## src/rtl/d16_mem_pkg.sv

```systemverilog
// d16_mem_pkg: types shared by the 16-bit memory arbiter and its bench.
// Holds the FSM state enum, grant encoding, request bundle and memory depth.
package d16_mem_pkg;

  typedef enum logic [1:0] {
    IDLE   = 2'd0,
    ACCESS = 2'd1,
    RESP   = 2'd2
  } state_t;

  typedef enum logic {
    GNT_IF = 1'b0,
    GNT_D  = 1'b1
  } gnt_t;

  typedef struct packed {
    logic        we;
    logic        byte_en;
    logic        byte_sel;
    logic [15:0] addr;
    logic [15:0] wdata;
  } mem_req_t;

  localparam int MEM_WORDS = 64;

endpackage

```

## src/rtl/mem_arbiter.sv

```systemverilog
// mem_arbiter: two-port (fetch / data) arbiter onto one 16-bit memory port.
// Ports: clk, rst (sync, active-high); fetch if_req/if_addr -> if_ack/if_rdata;
// data d_req/d_we/d_byte_en/d_byte_sel/d_addr/d_wdata -> d_ack/d_rdata;
// memory mem_en/mem_we/mem_byte_en/mem_byte_sel/mem_addr/mem_wdata,
// mem_rdata (registered, valid the cycle after mem_en), mem_wait (stall).
// Build option: MEM_ARB_RR_EN selects round-robin arbitration on contention;
// undefined gives fixed priority to the data port.
module mem_arbiter
  import d16_mem_pkg::*;
(
  input  logic        clk,
  input  logic        rst,
  input  logic        if_req,
  input  logic [15:0] if_addr,
  output logic        if_ack,
  output logic [15:0] if_rdata,
  input  logic        d_req,
  input  logic        d_we,
  input  logic        d_byte_en,
  input  logic        d_byte_sel,
  input  logic [15:0] d_addr,
  input  logic [15:0] d_wdata,
  output logic        d_ack,
  output logic [15:0] d_rdata,
  output logic        mem_en,
  output logic        mem_we,
  output logic        mem_byte_en,
  output logic        mem_byte_sel,
  output logic [15:0] mem_addr,
  output logic [15:0] mem_wdata,
  input  logic [15:0] mem_rdata,
  input  logic        mem_wait
);

  state_t      r_state;
  state_t      w_next;
  gnt_t        r_gnt;
  gnt_t        w_gnt;
  mem_req_t    r_req;
  mem_req_t    w_req;
  logic [15:0] r_if_rdata;
  logic [15:0] r_d_rdata;
  logic        w_grant;
  logic        w_access;
  logic        w_resp;

  assign w_grant = (r_state == IDLE) && (if_req || d_req);

`ifdef MEM_ARB_RR_EN
  // Set means the data port wins the next contested grant.
  logic r_prio_d;

  always_comb begin
    w_gnt = d_req ? GNT_D : GNT_IF;
    if (if_req && d_req)
      w_gnt = r_prio_d ? GNT_D : GNT_IF;
  end

  // Only contested grants move the pointer; the loser gets priority.
  always_ff @(posedge clk) begin
    if (rst)
      r_prio_d <= 1'b1;
    else if (w_grant && if_req && d_req)
      r_prio_d <= (w_gnt == GNT_IF);
  end
`else
  always_comb w_gnt = d_req ? GNT_D : GNT_IF;
`endif

  // Fetches are plain word reads: write controls and data forced to 0.
  always_comb begin
    w_req = '0;
    if (w_gnt == GNT_D) begin
      w_req.we       = d_we;
      w_req.byte_en  = d_byte_en;
      w_req.byte_sel = d_byte_sel;
      w_req.addr     = d_addr;
      w_req.wdata    = d_wdata;
    end else begin
      w_req.addr = if_addr;
    end
  end

  always_ff @(posedge clk) begin
    if (rst)
      r_state <= IDLE;
    else
      r_state <= w_next;
  end

  always_comb begin
    w_next = r_state;
    unique case (r_state)
      IDLE:    if (if_req || d_req) w_next = ACCESS;
      ACCESS:  if (!mem_wait) w_next = RESP;
      RESP:    w_next = IDLE;
      default: w_next = IDLE;
    endcase
  end

  // Fields are captured once at grant and never resampled.
  always_ff @(posedge clk) begin
    if (rst) begin
      r_gnt <= GNT_IF;
      r_req <= '0;
    end else if (w_grant) begin
      r_gnt <= w_gnt;
      r_req <= w_req;
    end
  end

  always_ff @(posedge clk) begin
    if (rst) begin
      r_if_rdata <= '0;
      r_d_rdata  <= '0;
    end else if (r_state == RESP) begin
      if (r_gnt == GNT_IF)
        r_if_rdata <= mem_rdata;
      else
        r_d_rdata <= mem_rdata;
    end
  end

  assign w_access = (r_state == ACCESS);
  assign w_resp   = (r_state == RESP);

  always_comb begin
    mem_en       = w_access;
    mem_we       = w_access && r_req.we;
    mem_byte_en  = w_access && r_req.byte_en;
    mem_byte_sel = w_access && r_req.byte_sel;
    mem_addr     = r_req.addr;
    mem_wdata    = r_req.wdata;
    if_ack       = w_resp && (r_gnt == GNT_IF);
    d_ack        = w_resp && (r_gnt == GNT_D);
    if_rdata     = if_ack ? mem_rdata : r_if_rdata;
    d_rdata      = d_ack ? mem_rdata : r_d_rdata;
  end

endmodule

```

## config.mk

```make
export PLATFORM = sky130hd
export DESIGN_NAME = mem_arbiter
export DESIGN_NICKNAME = d
export VERILOG_FILES = /design/src/rtl/d16_mem_pkg.sv /design/src/rtl/mem_arbiter.sv
export SDC_FILE = /design/constraint.sdc
export NUM_CORES = 1
export LEC_CHECK = 0
export BUFFER_PORTS_ARGS = -buffer_cell sky130_fd_sc_hd__buf_2
export CAP_MARGIN = 20
export CORE_MARGIN = 5
export CORE_UTILIZATION = 42
export DETAILED_ROUTE_END_ITERATION = 8
export PLACE_DENSITY_LB_ADDON = 0.12
export REMOVE_ABC_BUFFERS = 1
export SYNTH_ARGS = -nofsm -noshare
export SYNTH_HDL_FRONTEND = slang
export SYNTH_SLANG_ARGS = --single-unit
export TNS_END_PERCENT = 30
```

## constraint.sdc

```tcl
create_clock -name clk -period 1.5 [get_ports clk]
set_input_delay 0 -clock clk [delete_from_list [all_inputs] [get_ports clk]]
set_output_delay 0 -clock clk [all_outputs]
set_load 0.005 [all_outputs]
```

### Word level (Yosys, flattened, before mapping)

Index checks and enable logic that the tools add are counted.
W data, S select, Z words.

* reductions and logical operators: 11
* muxes and demuxes: 9
* equality and inequality tests: 4
* bitwise gates (word level): 1

Operators with widths (number)
* $mux W16: 4
* $logic_and A1 B1 Y1: 6
* $reduce_and A2 Y1: 3
* $mux W2: 2
* $pmux W2 S2: 1
* $mux W3: 1
* $eq A2 B1 Y1 const B: 1
* $eq A2 B2 Y1 const B: 1
* $logic_not A2 Y1: 1
* $ne A2 B1 Y1 const B: 1
* $ne A2 B2 Y1 const B: 1
* $logic_or A1 B1 Y1: 1
* $mux W1: 1
* $not A1 Y1: 1

* input bits: 72
* output and inout port bits: 70
* register bits after elaboration: 70

### Depth between registers and ports, before layout

Gate-level depths: netlist (run 1).

* depth in word-level cells: 3
* gate-level depth with buffers: 5
* gate-level depth less buffers: 3

### Worst setup path after synthesis (run 1)

Ideal clock, no wire load.

* path type: flip-flop to flip-flop
* start point: reg r_state[1]
* end point: reg r_if_rdata[0]
* arrival time: 1452 ps
* slack: -66 ps
* path buffers: 2
* data required time: 1386 ps
* setup time: 114 ps
* stages on the path, launching flop included: 6
* path through: dfxtp_1 -> buf_6 -> nor3b_4 -> buf_12 -> mux2_4 -> and2b_1

* longest elaborated chain between the ends: 2

Ends and longest elaborated chain
* start: declaration: line mem_arbiter.sv:35 `state_t r_state;`
* start signal: assignment: line mem_arbiter.sv:88 `r_state <= w_next;`
* $eq A2 B2 Y1: line mem_arbiter.sv:116 `end else if (r_state == RESP) begin`
* $reduce_and A2 Y1 (no line)
* end signal: assignment: line mem_arbiter.sv:118 `r_if_rdata <= mem_rdata;`
* end: declaration: line mem_arbiter.sv:41 `logic [15:0] r_if_rdata;`

No other way between the ends.
A chain may end at the register's enable or synchronous reset.

### Final worst setup path (run 1)

* start point: reg r_gnt
* end point: out d_rdata[12]

* longest elaborated chain between the ends: 2

Ends and longest elaborated chain
* start: declaration: line mem_arbiter.sv:37 `gnt_t r_gnt;`
* start signal: assignment: line mem_arbiter.sv:107 `r_gnt <= w_gnt;`
* $logic_and A1 B1 Y1: line mem_arbiter.sv:135 `d_ack = w_resp && (r_gnt == GNT_D);`
* $mux W16: line mem_arbiter.sv:137 `d_rdata = d_ack ? mem_rdata : r_d_rdata;`
* end: declaration: line mem_arbiter.sv:24 `output logic [15:0] d_rdata,`

No other way between the ends.

==> out/metrics.cfg, run 1 <==
[outcome]
status=finished, violations left
violations=negative setup slack

[sta]
finalWorstSetupSlack_ns=-0.124
hold_viol=0
relSlewSlack_pct=55.0
worst_pin_slew_ns=0.672
finClkSkew_ns=0.00876
min_period_over_period_pct=108
slew_viol_final=0
period_needed_ns=1.62
max_freq_ghz=0.616
setup_violations=32
rsz0062_at_grt=true

[synthesis]
synth_edf_count=0
synthXorXnorAreaFrac_pct=0
muxShareOfSynthArea_pct=17.6
synth_top_family_by_area=multiplexers
yosys.cell_types.count=24
synthArstFlopShare_pct=0
syn_area_sq_mm=0.00314
synth.avg_cell_area_sq_um=10.0
yosysTopAreaCell=dfxtp_1
synth-compound-area-share_pct=13.0
synth_most_common_cell=dfxtp_1
synth-adder-area-share_pct=0
synth_commonest_cells=dfxtp_1 (70), a21oi_1 (36), buf_4 (34), nor2b_1 (24), mux2_2 (23)
ys.warnings.count=0
syn_inst=313
ys_ff_latch=70
synthTopCellsByArea=dfxtp_1 (45%), mux2_2 (8.2%), buf_4 (8.1%), a21oi_1 (5.7%), mux2i_1 (5.1%)
yosys.area_share.simple_pct=13.0
synth_ff_type=dfxtp_1
ys_seq_area_share_pct=44.6
synth_top_area_share_pct=44.6

[routing]
drt_pre_antenna_iters=4
wl_per_cell_microns=14.4
vias_per_cell=4.77
drc=0
ant_nets=0
via_count=2686
wirelength_mm=8.12
first_iter_violations=91

[floorplan]
dieArea_sq_mm=0.00931
initial_core_util_pct=43.3
num_rows=31
core_area_sq_mm=0.00725
boundaryPins=142
die_h_microns=96.5
die_width_microns=96.5

[global_routing]
antenna_found_initial=0
grt_pass1_wl_mm=12.1
grt_usage_pct=16.8
globalRouteOverflowTotal=0
grt_max_degree=71
grt_pass1_vias=2670

[placement]
place_hpwl_mm=5.08
place_ws_ns=0.0747
portBuffers=141
gp_congestion=0.708

[worst_setup_path]
crit_arrival_ns=1.62
critPathKind=flip-flop to primary output
critPathLaunchType=flip-flop
worstPathMaxFanout=5
endpoint_kind=primary output
cp.required_ns=1.50

[final_layout]
drive_above_1_share_pct=47.0
nets=534
n_fill_cell=631
num_antenna_cells=0
area.growth.synth_to_final_pct=44.2

[pwr]
peakVddDrop_mv=0.585
p_leak_uw=0.00222
pwr_density_cell_mw_per_mm2=893
total_power_uw=4050

[clock_network]
root_buffer=clkbuf_8
path_clk_slew_ns=0.07
clock_latency_ns=0.33
cts_tree=yes
cts_buffers=9
cts_max_level=3
clockBufferDepth=2
clock-sinks=70

[job]
maxCapViolations=0

[min_path]
min_path_type=primary input to flip-flop

==> flip-flops by register name (all words and copies together) (netlist names) <==
name / count
mem_wdata: 16
r_if_rdata: 16
r_d_rdata: 16
mem_addr: 16
r_state: 2
r_gnt: 1
r_req: 3
==> where the power goes <==
part / internal [uW] / switching (uW) / leakage (uW)
sequential: 1960 / 51.2 / 0.000573
combinational: 415 / 332 / 0.00156
clock: 657 / 632 / 0.0000869
total: 3030 / 1020 / 0.00222
==> per-layer routing <==
layer	GRT usage, %	share of wire, %
met1	18.8	38
met2	28.7	52
met3	5.81	8.4
met4	7.71	1.7
met5	0	0
==> final cells by class <==
cell class	instances	area (sq um)	share of cell area [%]
well taps	99	124	2.73
repair buffers	193	1420	31.3
clock inverters	2	10.0	0.221
multi-input cells	187	1410	31.2
inverters	1	3.75	0.0828
flip-flops and latches	70	1410	31.1
clock buffers	11	151	3.34
==> logic make-up (layout without fill, tap and decap cells) <==
| group | Yosys count | count (layout) |
|---|---|---|
| simple gates | 66 | 66 |
| flops | 70 | 70 |
| buf+inv | 56 | 207 |
| mux | 48 | 48 |
| compound gates | 73 | 73 |
==> metrics by stage <==
stage,setup TNS (ns),hold WS [ns],utilization (%),area (sq um),cells
after detailed placement,0,0.190,51.6,3740,511
after global placement,-1.45,0.184,51.5,3730,510
after floorplan,-6.96,0.0691,-,2780,258
final,-2.76,0.0189,62.5,4530,563
after CTS,-3.29,0.000692,60.1,4360,560
after global routing,-5.15,0.00723,62.5,4530,563
==> path summary, 6_finish.rpt <==
kind	depth (start not counted)	slack, ns	startpoint	endpoint
max	6	-0.12	r_gnt	d_rdata[12]
min	3	0.02	d_addr[12]	mem_addr[12]
max reg2reg	6	0.05	r_state[1]	mem_addr[3]
min reg2reg	2	0.47	r_req[34]	r_req[34]
==> critical path, stage by stage (launching register included) <==
cell and delay (ns):
dfxtp_4 0.37, buf_6 0.10, nand3b_4 0.11, buf_4 0.16
buf_12 0.13, mux2_4 0.30, buf_2 0.13
==> what timing repair did <==
item / CTS / global route
setup endpoints to repair: 34 / 55
resized for setup: 14 / 44
cloned: 2 / 0
hold buffers: 30 / 1
pin swaps: 1 / 0
setup buffers: 4 / 2
hold endpoints to repair: 28 / 1
==> cell usage in the layout, fill, tap and decap left out <==
cell           synthesis  routed
and2b_1                9       9
nand2_1               20      20
dlygate4sd3_1          0      31
buf_6                  1      21
nor3b_4                2       2
mux2_4                 9      19
buf_16                 0       2
o21ai_1                0      18
nor2b_1               24      23
a22oi_1                1       1
buf_2                  6     123
dfxtp_1               70      67
nor2_2                 2       2
dfxtp_4                0       2
a211oi_1              16      16
o21ai_0               20       2
nand3b_4               1       1
nor3b_1                1       1
buf_8                  0       1
mux2i_1               16      16
dfxtp_2                0       1
buf_12                 1       6
buf_4                 34       9
clkbuf_8               0      11
nor2b_2                0       1
inv_1                  1       1
mux2_2                23      13
or2_2                  2       2
a21oi_1               36      36
nor2_1                 2       2
clkinv_2               0       2
and2_1                 3       3
Power figures use the tool's default switching activity.
==> inputs of run 2 (changes only) <==
--- a/config.mk
+++ b/config.mk
@@ -12,6 +12,7 @@
 export DETAILED_ROUTE_END_ITERATION = 8
 export PLACE_DENSITY_LB_ADDON = 0.12
 export REMOVE_ABC_BUFFERS = 1
+export SKIP_LAST_GASP = 1
 export SYNTH_ARGS = -nofsm -noshare
 export SYNTH_HDL_FRONTEND = slang
 export SYNTH_SLANG_ARGS = --single-unit
==> run 2 against run 1 <==
  * The run still ends with negative setup slack left
  * Register-to-register slack got worse by 0.03 ns
  * Non-clock buffer count is the same
  * Critical endpoint unchanged
  * Largest power group unchanged
  * Cell count stayed put
  * Global-route usage decreased by 0.15 points
  * Clock skew barely moved
  * Power decreased by 1.3%
  * Sequential share of layout area grew 1.0 points
  * Sequential power hardly changed
  * Via count down 0.74%
  * Setup slack improved by 0.0055 ns
  * Core utilization is 2.0 points lower
==> out/metrics.cfg, run 2 (same netlist as run 1, synthesis figures left out) <==
[routing]
drc=0
vias_per_cell=4.74
ant_nets=0
first_iter_violations=66
drt_pre_antenna_iters=4
via_count=2666
wl_per_cell_microns=14.0
wirelength_mm=7.89

[sta]
slew_viol_final=0
finClkSkew_ns=0.00829
relSlewSlack_pct=62.7
worst_pin_slew_ns=0.557
finalWorstSetupSlack_ns=-0.118
min_period_over_period_pct=108
max_freq_ghz=0.618
whs_ns=0.0204
hold_viol=0
period_needed_ns=1.62
setup_violations=32
rsz0062_at_grt=true

[global_routing]
grt_max_degree=71
grt_pass1_vias=2665
antenna_found_initial=0
globalRouteOverflowTotal=0
grt_pass1_wl_mm=11.9
grt_usage_pct=16.7

[floorplan]
initial_core_util_pct=43.3
core_area_sq_mm=0.00725
boundaryPins=142
die_width_microns=96.5
die_h_microns=96.5
num_rows=31
dieArea_sq_mm=0.00931

[final_layout]
fin_area_sq_mm=0.00439
drive_above_1_share_pct=46.8
area.growth.synth_to_final_pct=39.7
final_cell_mix=buf_2 (140), dfxtp_1 (67), a21oi_1 (36)
num_antenna_cells=0
nets=534
final_common_cell=buf_2

[clock_network]
clockBufferDepth=2
path_clk_slew_ns=0.07
cts_tree=yes
cts_buffers=9
clock-sinks=70
clock_latency_ns=0.33
cts_max_level=3
root_buffer=clkbuf_8

[worst_setup_path]
r2r-start=r_state[1]
endpoint_kind=primary output
r2r_setup_slack_ns=0.02
worstPathMaxFanout=5
cp.required_ns=1.50
critPathKind=flip-flop to primary output
crit_arrival_ns=1.62
critPathLaunchType=flip-flop
cp-startpoint=r_gnt

[pwr]
total_power_uw=3990
p_leak_uw=0.00220
pwr_density_cell_mw_per_mm2=910
peakVddDrop_mv=0.581

[min_path]
min-delay-start=d_addr[8]
min_path_type=primary input to flip-flop

[outcome]
violations=negative setup slack
status=finished, violations left

[job]
maxCapViolations=0

[placement]
place_ws_ns=0.0747
place_hpwl_mm=5.08
gp_congestion=0.708
portBuffers=141
place_area_sq_mm=0.00374

## run 2: cell counts in the layout (fill, tap and decap cells not counted)
No cell type changed its count.
## run 2: stage by stage
step	setup TNS, ns	utilization (%)	instances
floorplan	-6.96	-	258
global placement	-1.45	51.5	510
detailed placement	0	51.6	511
CTS	-3.36	59.7	560
global route	-6.48	60.5	563
finish	-2.72	60.5	563
## run 2: layer usage
| metal | up-vias | global-route usage, % | wire [microns] |
|---|---|---|---|
| li1 | 1332 | - | - |
| met1 | 1206 | 18.5 | 3090 |
| met2 | 110 | 28.6 | 3970 |
| met3 | 18 | 5.81 | 665 |
| met4 | 0 | 7.71 | 158 |
| met5 | - | 0 | 0 |
## run 2: critical path, cell delays in order (launching register included)
cell	delay (ns)
dfxtp_4	0.37
buf_6	0.10
nand3b_4	0.11
buf_4	0.16
buf_12	0.13
mux2_4	0.30
buf_2	0.13
## run 2: path summary, 6_finish.rpt
| kind | endpoint | depth (start not counted) |
|---|---|---|
| worst max-delay path | d_rdata[12] | 6 |
| worst min-delay path | mem_addr[8] | 3 |
| worst max register to register | mem_wdata[9] | 6 |
| worst min register to register | r_req[34] | 2 |
## run 2: power breakdown
group | switching [uW] | internal (uW)
logic | 319 | 385
clock network | 622 | 657
registers | 50.2 | 1960
total | 991 | 3000
## run 2: cell type report
| class | instances | area [sq um] |
|---|---|---|
| fill | 664 | 2870 |
| sequential | 70 | 1410 |
| multi-input combinational | 187 | 1380 |
| timing repair buffer | 193 | 1310 |
| clock buffer | 11 | 151 |
| tap | 99 | 124 |
| clock inverter | 2 | 10.0 |
| inverter | 1 | 3.75 |
## run 2: repair_timing
item | 4_1_cts | 5_1_grt
hold endpoints to repair | 28 | 1
hold buffers | 30 | 1
resized for setup | 7 | 6
setup buffers | 4 | 2
cloned | 2 | 0
pin swaps | 1 | 0
endpoints found under the setup margin | 34 | 55
